**config.mk**
```make
export PLATFORM = sky130hd
export DESIGN_NAME = mem_port_arbiter
export DESIGN_NICKNAME = d
export VERILOG_FILES = /design/src/rtl/mem_port_arbiter.sv
export SDC_FILE = /design/constraint.sdc
export NUM_CORES = 1
export LEC_CHECK = 0
export BUFFER_PORTS_ARGS = -buffer_cell sky130_fd_sc_hd__buf_2
export CORE_AREA = 2 2 180 182
export CTS_CLUSTER_DIAMETER = 100
export DETAILED_ROUTE_END_ITERATION = 10
export DIE_AREA = 0 0 182 184
export SLEW_MARGIN = 40
export SYNTH_ARGS = -nofsm -noshare
export SYNTH_HDL_FRONTEND = slang
export SYNTH_SLANG_ARGS = --single-unit
export TNS_END_PERCENT = 5
```
**constraint.sdc**
```tcl
create_clock -name clk -period 1.9 [get_ports clk]
set_input_delay 0.38 -clock clk [delete_from_list [all_inputs] [get_ports clk]]
set_output_delay 0.38 -clock clk [all_outputs]
set_load 0.1 [all_outputs]
```
**src/rtl/mem_port_arbiter.sv**
```systemverilog
// Shares one memory port between instruction fetch (I) and data (D) requesters with
// round-robin grants, back-to-back chaining on completion and a wait-cycle watchdog.
module mem_port_arbiter #(
  parameter int N       = 64,
  parameter int TIMEOUT = 15
) (
  input  logic         clk,
  input  logic         reset,
  input  logic         i_req,
  input  logic [N-1:0] i_addr,
  output logic         i_ack,
  input  logic         d_req,
  input  logic         d_we,
  input  logic [N-1:0] d_addr,
  input  logic [N-1:0] d_wdata,
  output logic         d_ack,
  output logic         mem_req,
  output logic         mem_we,
  output logic [N-1:0] mem_addr,
  output logic [N-1:0] mem_wdata,
  input  logic         mem_ready,
  input  logic [N-1:0] mem_rdata,
  output logic [N-1:0] rdata,
  output logic         sel,
  output logic         err,
  output logic         busy
);
  localparam int CW = $clog2(TIMEOUT + 1);

  typedef enum logic [1:0] {
    IDLE   = 2'd0,
    BUSY_I = 2'd1,
    BUSY_D = 2'd2
  } state_t;

  state_t        r_state;
  state_t        w_next;
  logic          r_last_d;
  logic          w_last_d_nxt;
  logic [CW-1:0] r_cnt;
  logic [CW-1:0] w_cnt_nxt;
  logic          w_busy;
  logic          w_timeout;
  logic          w_done;

  // A transaction ends on mem_ready, or on the watchdog when ready never came.
  assign w_busy    = (r_state != IDLE);
  assign w_timeout = w_busy && !mem_ready && (r_cnt == CW'(TIMEOUT));
  assign w_done    = w_busy && (mem_ready || w_timeout);

  always_ff @(posedge clk or posedge reset) begin
    if (reset) begin
      r_state  <= IDLE;
      r_last_d <= 1'b1;
      r_cnt    <= '0;
    end else begin
      r_state  <= w_next;
      r_last_d <= w_last_d_nxt;
      r_cnt    <= w_cnt_nxt;
    end
  end

  // On completion the other port is granted directly if it is waiting; the finishing
  // port's request is still high this cycle, so it must never be re-granted here.
  always_comb begin
    w_next       = r_state;
    w_last_d_nxt = r_last_d;
    w_cnt_nxt    = '0;
    case (r_state)
      IDLE: begin
        if (i_req && d_req) w_next = r_last_d ? BUSY_I : BUSY_D;
        else if (i_req)     w_next = BUSY_I;
        else if (d_req)     w_next = BUSY_D;
      end
      BUSY_I: begin
        if (w_done) begin
          w_last_d_nxt = 1'b0;
          w_next       = d_req ? BUSY_D : IDLE;
        end else begin
          w_cnt_nxt = r_cnt + 1'b1;
        end
      end
      BUSY_D: begin
        if (w_done) begin
          w_last_d_nxt = 1'b1;
          w_next       = i_req ? BUSY_I : IDLE;
        end else begin
          w_cnt_nxt = r_cnt + 1'b1;
        end
      end
      default: w_next = IDLE;
    endcase
  end

  always_comb begin
    mem_req   = 1'b0;
    busy      = 1'b0;
    sel       = 1'b0;
    mem_we    = 1'b0;
    mem_addr  = '0;
    mem_wdata = '0;
    i_ack     = 1'b0;
    d_ack     = 1'b0;
    case (r_state)
      BUSY_I: begin
        mem_req  = 1'b1;
        busy     = 1'b1;
        mem_addr = i_addr;
        i_ack    = w_done;
      end
      BUSY_D: begin
        mem_req   = 1'b1;
        busy      = 1'b1;
        sel       = 1'b1;
        mem_we    = d_we;
        mem_addr  = d_addr;
        mem_wdata = d_wdata;
        d_ack     = w_done;
      end
      default: ;
    endcase
    err   = w_timeout;
    rdata = (w_busy && mem_ready) ? mem_rdata : '0;
  end

endmodule

```
### Word level (Yosys, flattened, before mapping)

Cells that the tools add are included.

* flip-flop bits (word level): 7
* input port bits: 262
* output and inout bits: 199
* word-level logic and storage cells: 45

* $add $sub $neg: 1
* eq/ne operators: 6
* muxes and demuxes: 22
* reduce and logical (&&, ||, !) cells: 13

Operators by type and width (count)
* $mux W64: 2
* $pmux W64 S2: 1
* $mux W2: 7
* $mux W1: 8
* $mux W4: 2
* $pmux W2 S3: 1
* $reduce_and A3 Y1: 2
* $logic_and A1 B1 Y1: 5
* $add A4 B1 Y4 const B: 1
* $eq A4 B4 Y1 const B: 1
* $ne A2 B2 Y1 const B: 2
* $ne A4 B4 Y1 const B: 1
* $reduce_bool A2 Y1: 2
* $eq A2 B1 Y1 const B: 1
* $eq A2 B2 Y1 const B: 1
* $logic_not A2 Y1: 1
* $pmux W1 S2: 1
* $reduce_or A2 Y1: 1
* $logic_not A1 Y1: 1
* $logic_or A1 B1 Y1: 1

### Depth between registers and ports, before layout

Gate-level depths: netlist (run 1).

* word-level depth: 7
* depth in mapped cells: 7
* depth with buffers taken out: 6

### Worst setup path after synthesis (run 1)

Ideal clock, no wire load.

* path type: register -> output
* from: reg r_state[0]
* to: out mem_addr[10]
* arrival time: 3.351 ns
* data required time: 1.520 ns
* path slack: -1.831 ns
* stages on the path, launching flop included: 8
* buffers on the path: 3
* cells stage by stage: dfrtp_1 inv_1 ha_1 buf_4 buf_2 buf_2 a22oi_1 nor2b_1

* cells in the longest elaborated chain, start to end: 2
* elaborated cells between the ends (all ways): 3
* classes of those cells: eq/ne: 2; mux: 1

RTL lines
* start, declared: RTL line 36 `state_t r_state;`
* start signal, assigned: RTL line 57 `r_state <= w_next;`
* $eq A2 B2 Y1 / $eq A2 B1 Y1 (equally long branches): RTL line 104 `case (r_state)`
* $pmux W64 S2 *: RTL line 104
* end, declared: RTL line 19 `output logic [N-1:0] mem_addr,`

Every way passes the cells marked *; elsewhere a longest branch is shown, timed or not.

### Worst setup path in the final report (run 1)

* from: reg r_state[0]
* to: out mem_addr[50]

The elaborated chain is that of the path after synthesis.

==> out/qor.yml, run 1 <==
die:
  ioPinCount: 461
  rows: 65
  initial_core_util_pct: 7.44
  coreArea_um2: 31400
  die_area_um2: 33500
  fp.dieW_um: 182
  die_y_um: 184
clock_tree:
  cts_buffer_depth: 2
  path_clk_slew_ns: 0.04
  clock-root-buffer: "clkbuf_16"
  cts_htree_levels: 1
  cts_tree: "done"
  cts_buffers: 3
  clkSinkCount: 7
  clk_latency_ns: 0.23
pwr:
  p_leak_nw: 4.30
  power_density_nw_per_um2: 2170
  vdd_ir_drop_max_mv: 1.05
  power_mw: 21.3
layout:
  drive_gt1_share_pct: 90.3
  fillers: 3196
  layout-area-overhead-vs-synth_pct: 321
  multi_input_comb_area_um2: 3020
  final_cell_area_um2: 9830
  seqCellArea_um2: 178
  fin_cells: 1218
  finish.utilization_pct: 31.3
  nets: 1083
worst_setup_path:
  startpoint_type: "register"
  cp_slowest_cell: "dfrtp_1"
  cp-startpoint: "r_state[0]"
  path_max_fanout: 4
  r2r_slack_ns: 0
  worstPathRequired_ns: 1.52
  r2r-start: "r_state[0]"
  end_kind: "output port"
  critPathMaxStageDelay_ns: 0.40
  worstPathArrival_ns: 1.73
  crit_family: "buffers and inverters"
  timing.critical_path.mode_cell: "buf_4"
  path_cells: "buf_6 -> ha_4 -> buf_4 -> buf_4 -> a22oi_2 -> nor2b_4 -> buf_12"
  worst-setup-path-type: "register to output port"
  worst-path-buf-inv: 4
global_routing:
  grt-ovfl-total: 0
  grt_pass1_vias: 4639
  grt_pass1_wl_mm: 27.8
  grt_max_degree: 65
  antenna_found_initial: 3
  track_usage_pct: 10.8
synth:
  synth_area_leader_cell: "and2_1"
  ys.flop_type: "dfrtp_1"
  synth_top_area_share_pct: 34.8
  synth_area_leaders: "and2_1, a22oi_1, nor2b_1, dfrtp_1, clkbuf_1"
  netlist_area_um2: 2330
  syn_nets: 607
  yosysSeqAreaShare_pct: 7.56
  synth_edf_count: 0
  netlist_instances: 340
  avgSynthCellArea_um2: 6.87
  yosys-top-cells-count: "and2_1, nor2b_1, a22oi_1"
  async_reset_ff_share_pct: 100
  synth_most_common_cell: "and2_1"
  ys_warn_count: 0
  ys_ff_latch: 7
  yosysUniqueCellTypes: 27
sta:
  setup_slack_ns: -0.209
  grt_setup_unrepaired: "true"
  tightestPinTransition_ns: 0.491
  clock_skew_ns: 0.000391
  fmax_ghz: 0.474
  min_period_over_period_pct: 111
  relSlewSlack_pct: 66.9
  fin_setup_tns_ns: -19.90
  finalHoldViolations: 0
  fin_crit_ns: 2.11
  setup_viol_count_final: 198
  fin_hold_ws_ns: 0.0883
  slew_viol_final: 0
status:
  failed_checks: "negative setup slack"
  status: "finished, violations left"
route:
  viasPerCell: 3.62
  wl_per_cell_um: 16.9
  top_layer: "met5"
  drt_iter0_drc: 110
  vias: 4410
  met2_wirelength_mm: 11.6
  firstDrtPassIters: 4
  wl_met3_mm: 1.94
  routedLengthMet1_mm: 6.92
  finalWirelength_mm: 20.6
  drtAntennaViolNets: 0
  drc: 0
place:
  gpl.final_weighted_congestion: 0.798
  dpl.cell_count: 1192
  dpl_cell_area_um2: 9050
  io_buffer_count: 460
  pre_cts_ws_ns: -0.0783
  dp_hpwl_mm: 17.3
hold_path:
  hold_path_class: "input pin to async pin"
job:
  max_cap_violations: 0
[metal layers]
layer	track usage, %	vias up
met4	1.39	4
met3	2.97	14
met2	21.6	293
met1	11.3	2016
met5	0	-
li1	-	2083
[sequential cells by signal, summed over array words and instances, names as in the netlist]
name / count
r_state: 2
r_last_d: 1
r_cnt: 4
[logic make-up (layout without fill, tap and decap cells)]
group	count (synthesis)	after routing	share of synthesized area, %
multiplexers	2	2	1.07
other	0	1	0
XOR/XNOR	2	2	0.750
adder cells (fa/ha/maj)	5	5	2.68
buffers and inverters	42	517	8.57
AO/OA/AOI/OAI	72	72	23.8
flip-flops	7	7	7.56
AND/OR/NAND/NOR	210	210	55.5
[layout by cell type, fill, tap and decap left out, types with 2 or more instances in the layout]
cell type	netlist	layout
buf_12	0	210
a21oi_1	2	2
nor2_1	7	6
and2_4	0	64
o31ai_4	2	2
buf_2	8	261
o21ai_0	2	2
nor2b_4	0	65
buf_16	0	5
buf_4	7	15
dfrtp_1	6	5
clkbuf_16	0	8
and2_2	0	16
ha_4	0	3
a22oi_2	0	64
inv_1	5	2
buf_6	0	11
and2_1	130	50
nand2b_1	2	2
[layout make-up]
class / instances / share of cell area [%]
multi-input cells: 291 / 30.7
inverters: 5 / 0.255
repair buffers: 508 / 61.3
flip-flops and latches: 7 / 1.81
well taps: 402 / 5.12
clock buffers: 4 / 0.802
diodes: 1 / 0.0255
[final timing paths]
kind,endpoint,cells after the start
setup / recovery,mem_addr[50],7
hold / removal,r_state[0],2
setup reg to reg,r_state[1],8
hold reg to reg,r_cnt[0],1
max in group asynchronous,r_last_d,2
min in group clk,r_cnt[0],1
[timing repair]
action	4_1_cts	5_1_grt
cloned	2	6
hold buffers	0	0
pin swaps	39	55
setup buffers	6	7
setup endpoints to repair	200	201
hold endpoints to repair	0	0
resized for setup	66	63
[power by group]
group / internal [mW] / switching [mW] / leakage [nW] / total (mW)
combinational: 8.29 / 12.4 / 4.18 / 20.7
sequential: 0.212 / 0.0536 / 0.0891 / 0.266
clock: 0.280 / 0.0866 / 0.0382 / 0.367
Note: power is estimated with default switching activity, not from simulation.
==> inputs of run 2 (changes only) <==
clock period = 1.77 ns   (was 1.9 ns; I/O delays follow)
==> out/qor.yml, run 2 (same netlist as run 1, synthesis figures left out) <==
clock_tree:
  path_clk_slew_ns: 0.04  # about the same
  clk_latency_ns: 0.23  # about the same
  cts_htree_levels: 1  # unchanged
  cts_hold_buf: 0  # unchanged
  cts_buffers: 3  # unchanged
  cts_buffer_depth: 2  # unchanged
  clkSinkCount: 7  # unchanged
  clock-root-buffer: "clkbuf_16"
  cts_tree: "done"
die:
  ioPinCount: 461  # unchanged
  initial_core_util_pct: 7.44  # unchanged
  die_y_um: 184  # unchanged
  coreArea_um2: 31400  # unchanged
  fp.dieW_um: 182  # unchanged
  rows: 65  # unchanged
  die_area_um2: 33500  # unchanged
worst_setup_path:
  critPathMaxStageDelay_ns: 0.39  # about the same
  cp_slowest_cell: "dfrtp_1"
  timing.critical_path.mode_cell: "buf_12"
  worst-path-buf-inv: 4  # unchanged
  path_cells: "buf_6 -> ha_4 -> buf_12 -> buf_16 -> a22oi_2 -> nor2b_4 -> buf_12"
  startpoint_type: "register"
  worstPathArrival_ns: 1.69  # -0.04 ns
  worst-setup-path-type: "register to output port"
  path_max_fanout: 8  # +4
  worstPathRequired_ns: 1.42  # -0.10 ns
  crit_family: "buffers and inverters"
  end_kind: "output port"
place:
  io_buffer_count: 460  # unchanged
  dp_hpwl_mm: 17.2  # -0.87%
  pre_cts_ws_ns: -0.131  # -0.0531 ns
  gpl.final_weighted_congestion: 0.796  # -0.35%
sta:
  setup_viol_count_final: 200  # +1.0%
  relSlewSlack_pct: 72.2  # +5.3 points
  min_period_over_period_pct: 116
  tightestPinTransition_ns: 0.412  # -0.0794 ns
  slew_viol_final: 0  # unchanged
  fmax_ghz: 0.489
  clock_skew_ns: 0.00177  # +0.00138 ns
  finalHoldViolations: 0  # unchanged
  grt_setup_unrepaired: "true"
  setup_slack_ns: -0.276  # -0.0672 ns
  fin_crit_ns: 2.05
layout:
  layout-area-overhead-vs-synth_pct: 321  # about the same
  largest_reg_flops: 4  # unchanged
  drive_gt1_share_pct: 95.9  # +5.6 points
  reg_top3: "r_cnt x4, r_state x2, r_last_d x1"
  finish.utilization_pct: 31.3  # about the same
  final_cell_mix: "buf_2, buf_12, and2_4, nor2b_4, a22oi_2"
  layout_commonest_cell: "buf_2"
  top_register: "r_cnt"
  nets: 1077  # -0.55%
  fillers: 3132  # -2.0%
global_routing:
  grt_pass1_wl_mm: 28.3  # +1.8%
  grt-ovfl-total: 0  # unchanged
  track_usage_pct: 11.1  # +0.36 points
  grt_max_degree: 47  # -28%
  antenna_found_initial: 4  # +1
  grt_pass1_vias: 4637  # -0.043%
route:
  finalWirelength_mm: 20.9  # +1.8%
  firstDrtPassIters: 4  # unchanged
  wl_per_cell_um: 17.3  # +2.3%
  drtAntennaViolNets: 0  # unchanged
  viasPerCell: 3.67  # +1.5%
  drc: 0  # unchanged
  drt_iter0_drc: 105  # -4.5%
  vias: 4454  # +1.0%
hold_path:
  hold_path_class: "input pin to async pin"
status:
  status: "finished, violations left"
  failed_checks: "negative setup slack"
pwr:
  p_leak_nw: 4.31  # +0.18%
  power_density_nw_per_um2: 2300  # +5.9%
  vdd_ir_drop_max_mv: 1.18  # +13%
job:
  max_cap_violations: 0  # unchanged
[run 2: changes by cell type in the layout (fill, tap and decap cells not counted), moves of 2 or more]
| cell | delta |
|---|---|
| and2_1 | -50 |
| and2_2 | +46 |
| buf_12 | -6 |
| and2_4 | +4 |
| buf_4 | -4 |
| buf_8 | +4 |
| buf_16 | +2 |
| buf_6 | -2 |
[run 2: path summary, 6_finish.rpt]
path / cells after the start / from / slack [ns] / end
worst max-delay path: 7 / r_state[1] / -0.28 / mem_addr[31]
worst min register to register: 1 / r_cnt[0] / 0.51 / r_cnt[0]
min in group clk: 3 / i_req / 0.50 / r_state[0]
max in group asynchronous: 2 / reset / 1.44 / r_last_d
worst min-delay path: 2 / reset / 0.06 / r_cnt[3]
worst max register to register: 7 / r_state[0] / -0.03 / r_state[1]
[run 2: where the power goes]
part | internal (mW) | switching, mW | leakage (nW)
Combinational | 8.69 | 13.3 | 4.18
Clock | 0.300 | 0.0887 | 0.0382
Sequential | 0.226 | 0.0492 | 0.0903
Total | 9.21 | 13.4 | 4.31
[run 2: area by class of cell]
class | count | area, um^2 | share of cell area [%]
Multi-Input combinational cell | 291 | 3080 | 31.3
Antenna cell | 1 | 2.50 | 0.0255
Sequential cell | 7 | 176 | 1.80
Clock buffer | 4 | 78.8 | 0.802
Timing Repair Buffer | 502 | 5970 | 60.7
Tap cell | 402 | 503 | 5.12
Inverter | 5 | 22.5 | 0.229
[run 2: worst reg2reg max path: stages, from the launching register on]
cell     delay, ns
dfrtp_1       0.38
inv_2         0.12
ha_4          0.17
buf_12        0.17
buf_8         0.18
nor2_1        0.08
o31ai_4       0.26
mux2_4        0.32
[run 2: repair_timing]
action | 4_1_cts | 5_1_grt
gates cloned | 5 | 5
setup buffers | 5 | 0
pin swaps | 72 | 15
endpoints found under the setup margin | 201 | 201
gates resized for setup | 105 | 17
[run 2: through the flow]
stage / hold WS [ns] / total power, mW / TNS [ns] / std cells / cell area, um^2
2_1_floorplan: 0.157 / 14.0 / -79.28 / 340 / 3270
3_3_place_gp: 0.303 / 20.7 / -8.21 / 1192 / 9040
3_5_place_dp: 0.314 / 20.8 / -9.36 / 1192 / 9040
4_1_cts: 0.0671 / 22.4 / -44.26 / 1206 / 9650
5_1_grt: 0.0873 / 23.3 / -56.20 / 1211 / 9820
6_report: 0.0550 / 22.6 / -41.26 / 1212 / 9830
[run 2: metal layers]
layer	vias to the layer above	wire, um	track usage, %
met1	2036	7110	11.4
met2	310	11500	22.0
met3	27	1940	3.35
li1	2075	-	-
met5	-	41	0
met4	6	360	2.52
